### config.mk
export PLATFORM = sky130hd
export DESIGN_NAME = ps2_rx_fifo
export DESIGN_NICKNAME = d
export VERILOG_FILES = /design/src/rtl/ps2_rx_fifo.sv
export SDC_FILE = /design/constraint.sdc
export NUM_CORES = 1
export LEC_CHECK = 0
export CORE_AREA = 4 4 102 104
export CTS_CLUSTER_DIAMETER = 200
export DETAILED_ROUTE_END_ITERATION = 10
export DIE_AREA = 0 0 106 108
export PLACE_DENSITY_LB_ADDON = 0.25
export SYNTH_ARGS = -nofsm -noshare
export SYNTH_HDL_FRONTEND = slang
export SYNTH_SLANG_ARGS = --single-unit
export TNS_END_PERCENT = 30
### constraint.sdc
create_clock -name clk -period 8.1 [get_ports clk]
set_input_delay 1.62 -clock clk [delete_from_list [all_inputs] [get_ports clk]]
set_output_delay 1.62 -clock clk [all_outputs]
set_load 0.01 [all_outputs]
### src/rtl/ps2_rx_fifo.sv
// PS/2 keyboard receiver: oversampled deframer with start/parity/stop checks,
// frame timeout, and a small FIFO delivering scan-code bytes over valid/ready.
module ps2_rx_fifo #(
  parameter int FIFO_DEPTH     = 8,
  parameter int TIMEOUT_CYCLES = 50000
) (
  input  logic       clk,
  input  logic       rst,
  input  logic       ps2_clk,
  input  logic       ps2_data,
  output logic [7:0] code,
  output logic       valid,
  input  logic       ready,
  output logic       overflow,
  output logic       frame_err
);

  localparam int AW = $clog2(FIFO_DEPTH);
  localparam int IW = $clog2(TIMEOUT_CYCLES + 1);
  localparam logic [IW-1:0] IDLE_LIMIT = IW'(TIMEOUT_CYCLES);

  logic          ps2c_meta_q, ps2c_sync_q, ps2c_prev_q;
  logic          ps2d_meta_q, ps2d_sync_q;
  logic [9:0]    shreg_q, shreg_d;
  logic [3:0]    cnt_q, cnt_d;
  logic [IW-1:0] idle_q, idle_d;
  logic [AW:0]   wr_ptr_q, wr_ptr_d, rd_ptr_q, rd_ptr_d;
  logic          overflow_q, overflow_d;
  logic          frame_err_q, frame_err_d;
  logic [7:0]    mem [FIFO_DEPTH];

  logic        fe, last_bit, frame_good, empty, full, push, pop;
  logic [10:0] frame;

  always_comb begin
    fe         = ps2c_prev_q & ~ps2c_sync_q;
    last_bit   = fe && (cnt_q == 4'd10);
    frame      = {ps2d_sync_q, shreg_q};
    // Odd parity over data plus parity bit
    frame_good = ~frame[0] & frame[10] & (^frame[9:1]);
    empty      = (wr_ptr_q == rd_ptr_q);
    full       = (wr_ptr_q[AW] != rd_ptr_q[AW]) &&
                 (wr_ptr_q[AW-1:0] == rd_ptr_q[AW-1:0]);
    pop        = ~empty & ready;
    // A pop in the same cycle frees the slot a full-FIFO push needs
    push       = last_bit & frame_good & (~full | pop);
  end

  always_comb begin
    shreg_d     = shreg_q;
    cnt_d       = cnt_q;
    idle_d      = idle_q;
    if (fe) begin
      shreg_d = {ps2d_sync_q, shreg_q[9:1]};
      idle_d  = '0;
      cnt_d   = last_bit ? 4'd0 : cnt_q + 4'd1;
    end else if (cnt_q != 4'd0) begin
      if (idle_q == IDLE_LIMIT) begin
        cnt_d  = 4'd0;
        idle_d = '0;
      end else begin
        idle_d = idle_q + 1'b1;
      end
    end else begin
      idle_d = '0;
    end
    wr_ptr_d    = wr_ptr_q + {{AW{1'b0}}, push};
    rd_ptr_d    = rd_ptr_q + {{AW{1'b0}}, pop};
    overflow_d  = overflow_q | (last_bit & frame_good & full & ~pop);
    frame_err_d = last_bit & ~frame_good;
  end

  always_ff @(posedge clk or posedge rst) begin
    if (rst) begin
      ps2c_meta_q <= 1'b1;
      ps2c_sync_q <= 1'b1;
      ps2c_prev_q <= 1'b1;
      ps2d_meta_q <= 1'b1;
      ps2d_sync_q <= 1'b1;
      shreg_q     <= '0;
      cnt_q       <= '0;
      idle_q      <= '0;
      wr_ptr_q    <= '0;
      rd_ptr_q    <= '0;
      overflow_q  <= 1'b0;
      frame_err_q <= 1'b0;
    end else begin
      ps2c_meta_q <= ps2_clk;
      ps2c_sync_q <= ps2c_meta_q;
      ps2c_prev_q <= ps2c_sync_q;
      ps2d_meta_q <= ps2_data;
      ps2d_sync_q <= ps2d_meta_q;
      shreg_q     <= shreg_d;
      cnt_q       <= cnt_d;
      idle_q      <= idle_d;
      wr_ptr_q    <= wr_ptr_d;
      rd_ptr_q    <= rd_ptr_d;
      overflow_q  <= overflow_d;
      frame_err_q <= frame_err_d;
    end
  end

  // Storage is not reset; pointers alone define what is valid
  always_ff @(posedge clk) begin
    if (push) mem[wr_ptr_q[AW-1:0]] <= frame[8:1];
  end

  assign valid     = ~empty;
  assign code      = empty ? 8'h00 : mem[rd_ptr_q[AW-1:0]];
  assign overflow  = overflow_q;
  assign frame_err = frame_err_q;

endmodule

==> results.json, run 1 <==
{
  "grt_start_max_net_pins": 46,
  "rsz0062_at_grt": "false",
  "start_util_pct": 48.7,
  "cp_max_fo": 18,
  "die_x_um": 106,
  "first_pass_iters": 4,
  "hpwl_mm": 4.91,
  "dp_slack_ns": 3.69,
  "diodes": 0,
  "nFillCells": 830,
  "clock_skew_ns": 0.0151,
  "ir_drop_uv": 120,
  "ant_nets": 0,
  "powerDensity_nw_per_um2": 283,
  "netlist-cell-type-count": 46,
  "hold_depth": 0,
  "drtIter0Drc": 55,
  "drc": 0,
  "vias_per_cell": 5.17,
  "io_pins": 16,
  "drive_above_1_share_pct": 15.4,
  "crit_required_ns": 6.48,
  "final_design_area_no_fill_sq_um": 5150,
  "r2r_cells": 7,
  "antenna_found_initial": 0,
  "htreeDepth": 3,
  "rrSetupSlack_ns": 5.26,
  "critPathCaptureType": "output pin",
  "min_from": "ps2c_meta_q",
  "clock_tree.root_cell": "clkbuf_8",
  "cts_setup_buffers": 0,
  "drt_wl_total_mm": 7.18,
  "min_path_type": "reg -> reg",
  "cp.arrival_ns": 3.04,
  "grt_util_all_layers_pct": 14.1,
  "yosys_warnings": 0,
  "gp_congestion": 0.700,
  "nNetsFinal": 354,
  "core-area_sq_um": 9550,
  "insertion_delay_ns": 0.38,
  "clkTransAtPathRegs_ns": 0.11,
  "period_minus_slack_ns": 4.66,
  "overflow": 0,
  "grt_pass1_wl_mm": 12.6,
  "dp_cells": 462,
  "numCtsBuffers": 9,
  "setup.worst_path.class": "reg -> out",
  "period_share_pct": 57.6,
  "grt_pass1_vias": 2472,
  "hold_viol": 0,
  "synth_async_sr_flop_share_pct": 41.3,
  "die-area_sq_um": 11400,
  "post_cts_resized": 0,
  "setup_tns_ns": 0,
  "clock_path_buffers": 2,
  "setup_viol": 0,
  "synth_seq_cells": 109,
  "wl_per_cell_um": 15.0,
  "placed_cell_area_sq_um": 4960,
  "rows": 36,
  "r2r_end": "rd_ptr_q[2]",
  "cts_hold_buf": 0,
  "drv_slew": 0,
  "synth_nets": 334,
  "max_slew_margin_pct": 30.7,
  "whs_endpoint": "ps2c_sync_q",
  "synth.avg_cell_area_sq_um": 14.5,
  "synth_area_sq_um": 4650,
  "layoutNonFillerInstCount": 478,
  "worst_slew_pin_slew_ns": 1.04,
  "maxCapViolations": 0,
  "clock-sinks": 109,
  "layout_setup_ws_ns": 3.44,
  "outcome": "completed",
  "max_freq_ghz": 0.214,
  "synth_ff_type": "edfxtp_1",
  "leakage_nw": 1.99,
  "whs_ns": 0.361,
  "r2r-start": "rd_ptr_q[0]",
  "startpoint_type": "flop",
  "synthCells": 320,
  "dieHeight_um": 108,
  "area_growth_pct": 10.9,
  "cts_tree": "built",
  "vias": 2469,
  "io_buffers": 15,
  "yosysSeqAreaShare_pct": 65.7,
  "synth_edf_count": 64
}
## synthesized netlist by cell type, types with 2 or more instances
master / instances / area (sq um)
ha_1: 9 / 113
clkbuf_1: 8 / 30.0
nand2b_1: 5 / 31.3
and3_1: 2 / 12.5
inv_1: 8 / 30.0
xor2_1: 14 / 123
mux4_2: 16 / 360
nor3b_1: 2 / 15.0
buf_2: 4 / 20.0
edfxtp_1: 64 / 1920
o21ai_0: 2 / 10.0
mux2i_1: 8 / 80.1
nand4_1: 5 / 31.3
xnor2_1: 13 / 114
nor4_1: 8 / 50.1
nand2_1: 38 / 143
and2_1: 2 / 12.5
nor2b_1: 4 / 25.0
nand3_1: 8 / 40.0
nor2_1: 24 / 90.1
nor3_1: 2 / 10.0
or3_1: 4 / 25.0
dfrtp_1: 40 / 1000
dfstp_2: 5 / 131
a21oi_1: 4 / 20.0
## logic make-up (layout without fill, tap and decap cells)
family / after synthesis / count (layout) / share of synthesized area (%)
buffers and inverters: 22 / 47 / 2.05
adders and majority gates: 9 / 9 / 2.42
AOI/OAI and AO/OA: 13 / 13 / 1.94
DFF: 109 / 109 / 65.7
muxes: 24 / 24 / 9.48
xor gates and xnor gates: 28 / 28 / 5.57
and+or+nand+nor: 115 / 115 / 12.8
## per-layer routing
| layer | global-route usage (%) | wire, um |
|---|---|---|
| met5 | 0 | 0 |
| met1 | 19.3 | 3380 |
| met4 | 5.27 | 104 |
| met2 | 22.6 | 3540 |
| met3 | 2.87 | 154 |
## metrics by stage
step / utilization, % / power, mW
final: 54.0 / 1.46
after global placement: 51.9 / 1.15
after floorplan: - / 1.03
after global routing: 54.0 / 1.56
after CTS: 54.0 / 1.48
after detailed placement: 51.9 / 1.16
## cell usage in the layout, fill, tap and decap left out, drive strengths merged, types with 2 or more instances in the layout
cell,netlist,layout
edfxtp,64,64
dfrtp,40,40
nand2,38,38
nor2,24,24
mux4,16,16
clkdlybuf4s50,0,15
xor2,14,14
xnor2,13,13
inv,8,13
ha,9,9
clkbuf,8,9
nor4,9,9
nand3,8,8
mux2i,8,8
buf,6,8
nand2b,5,5
nand4,5,5
dfstp,5,5
nor2b,4,4
a21oi,4,4
or3,4,4
and3,3,3
nor3,3,3
nor3b,2,2
and2,2,2
o21ai,2,2
a211o,2,2
and4,2,2
## worst max-delay path: stages, from the launching register on
cell and delay [ns]:
dfrtp_1 1.04, xnor2_1 0.19, nand3_1 0.14, nor2b_1 0.65, nor2_1 0.12, clkdlybuf4s50_1 0.51
## power by group
group,switching (mW),internal (mW),leakage [nW]
clock network,0.197,0.122,0.0977
logic,0.166,0.224,0.725
registers,0.106,0.642,1.17
## state kept, by name (all words and copies together), names as in the netlist
register and count:
ps2c_meta_q 1, ps2c_sync_q 1, mem 64, wr_ptr_q 4, ps2d_meta_q 1, frame_err 1, ps2d_sync_q 1, ps2c_prev_q 1
overflow 1, rd_ptr_q 4, cnt_q 4, shreg_q 10, idle_q 16
## worst max-delay path by stage
stage	start	to	slack (ns)	cells past startpoint
after CTS	rd_ptr_q[0]	code[5]	3.26	5
after global routing	rd_ptr_q[0]	code[5]	3.08	5
after detailed placement	rd_ptr_q[0]	code[5]	3.69	5
final	rd_ptr_q[0]	code[5]	3.44	5
after global placement	rd_ptr_q[0]	code[2]	3.73	5
after floorplan	rd_ptr_q[0]	code[5]	4.87	5
## layout make-up
type / count / area [sq um] / share of cell area [%]
clock buffers: 9 / 124 / 2.40
inverters: 8 / 30.0 / 0.583
well taps: 133 / 166 / 3.23
clock inverters: 7 / 70.1 / 1.36
multi-input cells: 189 / 1500 / 29.1
flip-flops and latches: 109 / 3050 / 59.3
repair buffers: 23 / 210 / 4.08
(Power assumes the default switching activity.)
==> run 2: changes to the inputs <==
- clock period: 8.1 -> 4.19 ns (I/O delays scaled with it)
==> results.json, run 2 (synthesis gave the netlist of run 1 again) <==
{
  "multi_input_area_sq_um": 1500,
  "ir_drop_uv": 282,
  "diodes": 0,
  "drtIter0Drc": 53,
  "max_freq_ghz": 0.287,
  "hold_viol": 0,
  "io_buffers": 15,
  "wl_met2_mm": 3.70,
  "p_sw_mw": 0.885,
  "power.share.clock_pct": 23.7,
  "drv_slew": 0,
  "layoutNonFillerInstCount": 480,
  "period_minus_slack_ns": 3.48,
  "rsz0062_at_grt": "false",
  "setup.worst_path.class": "reg -> out",
  "vias": 2452,
  "vias_per_cell": 5.11,
  "htreeDepth": 3,
  "wl_met1_mm": 3.36,
  "setup_tns_ns": 0,
  "clock-sinks": 109,
  "outcome": "completed",
  "drt_wl_total_mm": 7.34,
  "clkTransAtPathRegs_ns": 0.10,
  "period_share_pct": 83.2,
  "largest_register_ffs": 64,
  "die-area_sq_um": 11400,
  "max_slew_margin_pct": 31.0,
  "cp.arrival_ns": 2.65,
  "critPathCaptureType": "output pin",
  "insertion_delay_ns": 0.35,
  "cts_tree": "built",
  "mostFrequentLayoutCell": "edfxtp_1",
  "cp_max_fo": 11,
  "layout_common_cells": "edfxtp_1 (64), dfrtp_1 (40), nand2_1 (38)",
  "gp_congestion": 0.751,
  "hpwl_mm": 4.87,
  "ff_latch_area_sq_um": 3050,
  "topRoutingLayerUsed": "met4",
  "overflow": 0,
  "startpoint_type": "flop",
  "grt_pass1_vias": 2521,
  "grt_util_all_layers_pct": 14.0,
  "nFillCells": 817,
  "cts_hold_buf": 0,
  "post_cts_resized": 0,
  "min_path_type": "reg -> reg",
  "grt_start_max_net_pins": 46,
  "crit_family": "simple AND/OR/NAND/NOR gates",
  "seqPwrFrac_pct": 47.0,
  "switching_share_pct": 30.4,
  "nNetsFinal": 356,
  "die_x_um": 106,
  "worst_slew_pin_slew_ns": 1.03,
  "comb_power_share_pct": 29.2,
  "clock_tree.root_cell": "clkbuf_8",
  "wl_per_cell_um": 15.3,
  "slowest_delay_ns": 0.73,
  "clock_skew_ns": 0.0106,
  "crit_required_ns": 3.35,
  "clock_path_buffers": 2,
  "rows": 36,
  "maxCapViolations": 0,
  "cp_slowest_cell": "dfrtp_1",
  "path_buf_inv": 1,
  "cp_cell_sequence": "xnor2_1 > nand3_1 > nor2b_1 > nor2_1 > clkdlybuf4s50_1",
  "intPower_mw": 2.03,
  "powerDensity_nw_per_um2": 560,
  "io_pins": 16,
  "grt_pass1_wl_mm": 12.6,
  "core-area_sq_um": 9550,
  "first_pass_iters": 4,
  "ant_nets": 0,
  "area_growth_pct": 11.8,
  "leakage_nw": 2.01,
  "dp_cells": 464,
  "setup_viol": 0,
  "dieHeight_um": 108,
  "met3_length_um": 190,
  "antenna_found_initial": 0,
  "drive_above_1_share_pct": 15.6,
  "drc": 0,
  "cts_setup_buffers": 0,
  "numCtsBuffers": 9,
  "start_util_pct": 48.7
}
[run 2: worst paths after layout]
path / from / to / slack, ns / cells after the start
setup / recovery: rd_ptr_q[2] / code[3] / 0.71 / 5
hold / removal: ps2c_meta_q / ps2c_sync_q / 0.36 / 0
setup reg to reg: shreg_q[4] / wr_ptr_q[2] / 1.44 / 7
hold reg to reg: ps2c_meta_q / ps2c_sync_q / 0.36 / 0
max in group asynchronous: rst / overflow / 2.61 / 2
min in group asynchronous: rst / idle_q[13] / 1.01 / 2
[run 2: final cells by class]
| cell class | count | share of cell area, % |
|---|---|---|
| clock buffers | 9 | 2.38 |
| clock inverters | 7 | 1.88 |
| inverters | 8 | 0.578 |
| multi-input cells | 189 | 28.8 |
| flip-flops and latches | 109 | 58.8 |
| well taps | 133 | 3.20 |
| repair buffers | 25 | 4.33 |
[run 2: power groups by stage]
stage	clock network [mW]	logic, mW	registers [mW]
2_1_floorplan	0	0.649	1.34
3_3_place_gp	0	0.850	1.39
3_5_place_dp	0	0.860	1.39
4_1_cts	0.711	0.863	1.37
5_1_grt	0.753	0.937	1.39
6_report	0.691	0.851	1.37
[run 2: metal layers]
layer  global-route usage (%)  vias up
met1                     17.8     1213
met5                        0        -
met4                     5.00        0
met3                     2.39        7
li1                         -     1206
met2                     24.4       26
[run 2: through the flow]
stage	utilization, %	setup WS (ns)	hold slack [ns]	total power [mW]	instance area (sq um)
2_1_floorplan	-	1.56	0.345	1.99	4650
3_3_place_gp	52.1	1.06	0.346	2.24	4970
3_5_place_dp	52.1	1.01	0.350	2.25	4970
4_1_cts	54.4	0.599	0.364	2.94	5200
5_1_grt	54.4	0.442	0.368	3.08	5200
6_report	54.4	0.705	0.363	2.91	5200
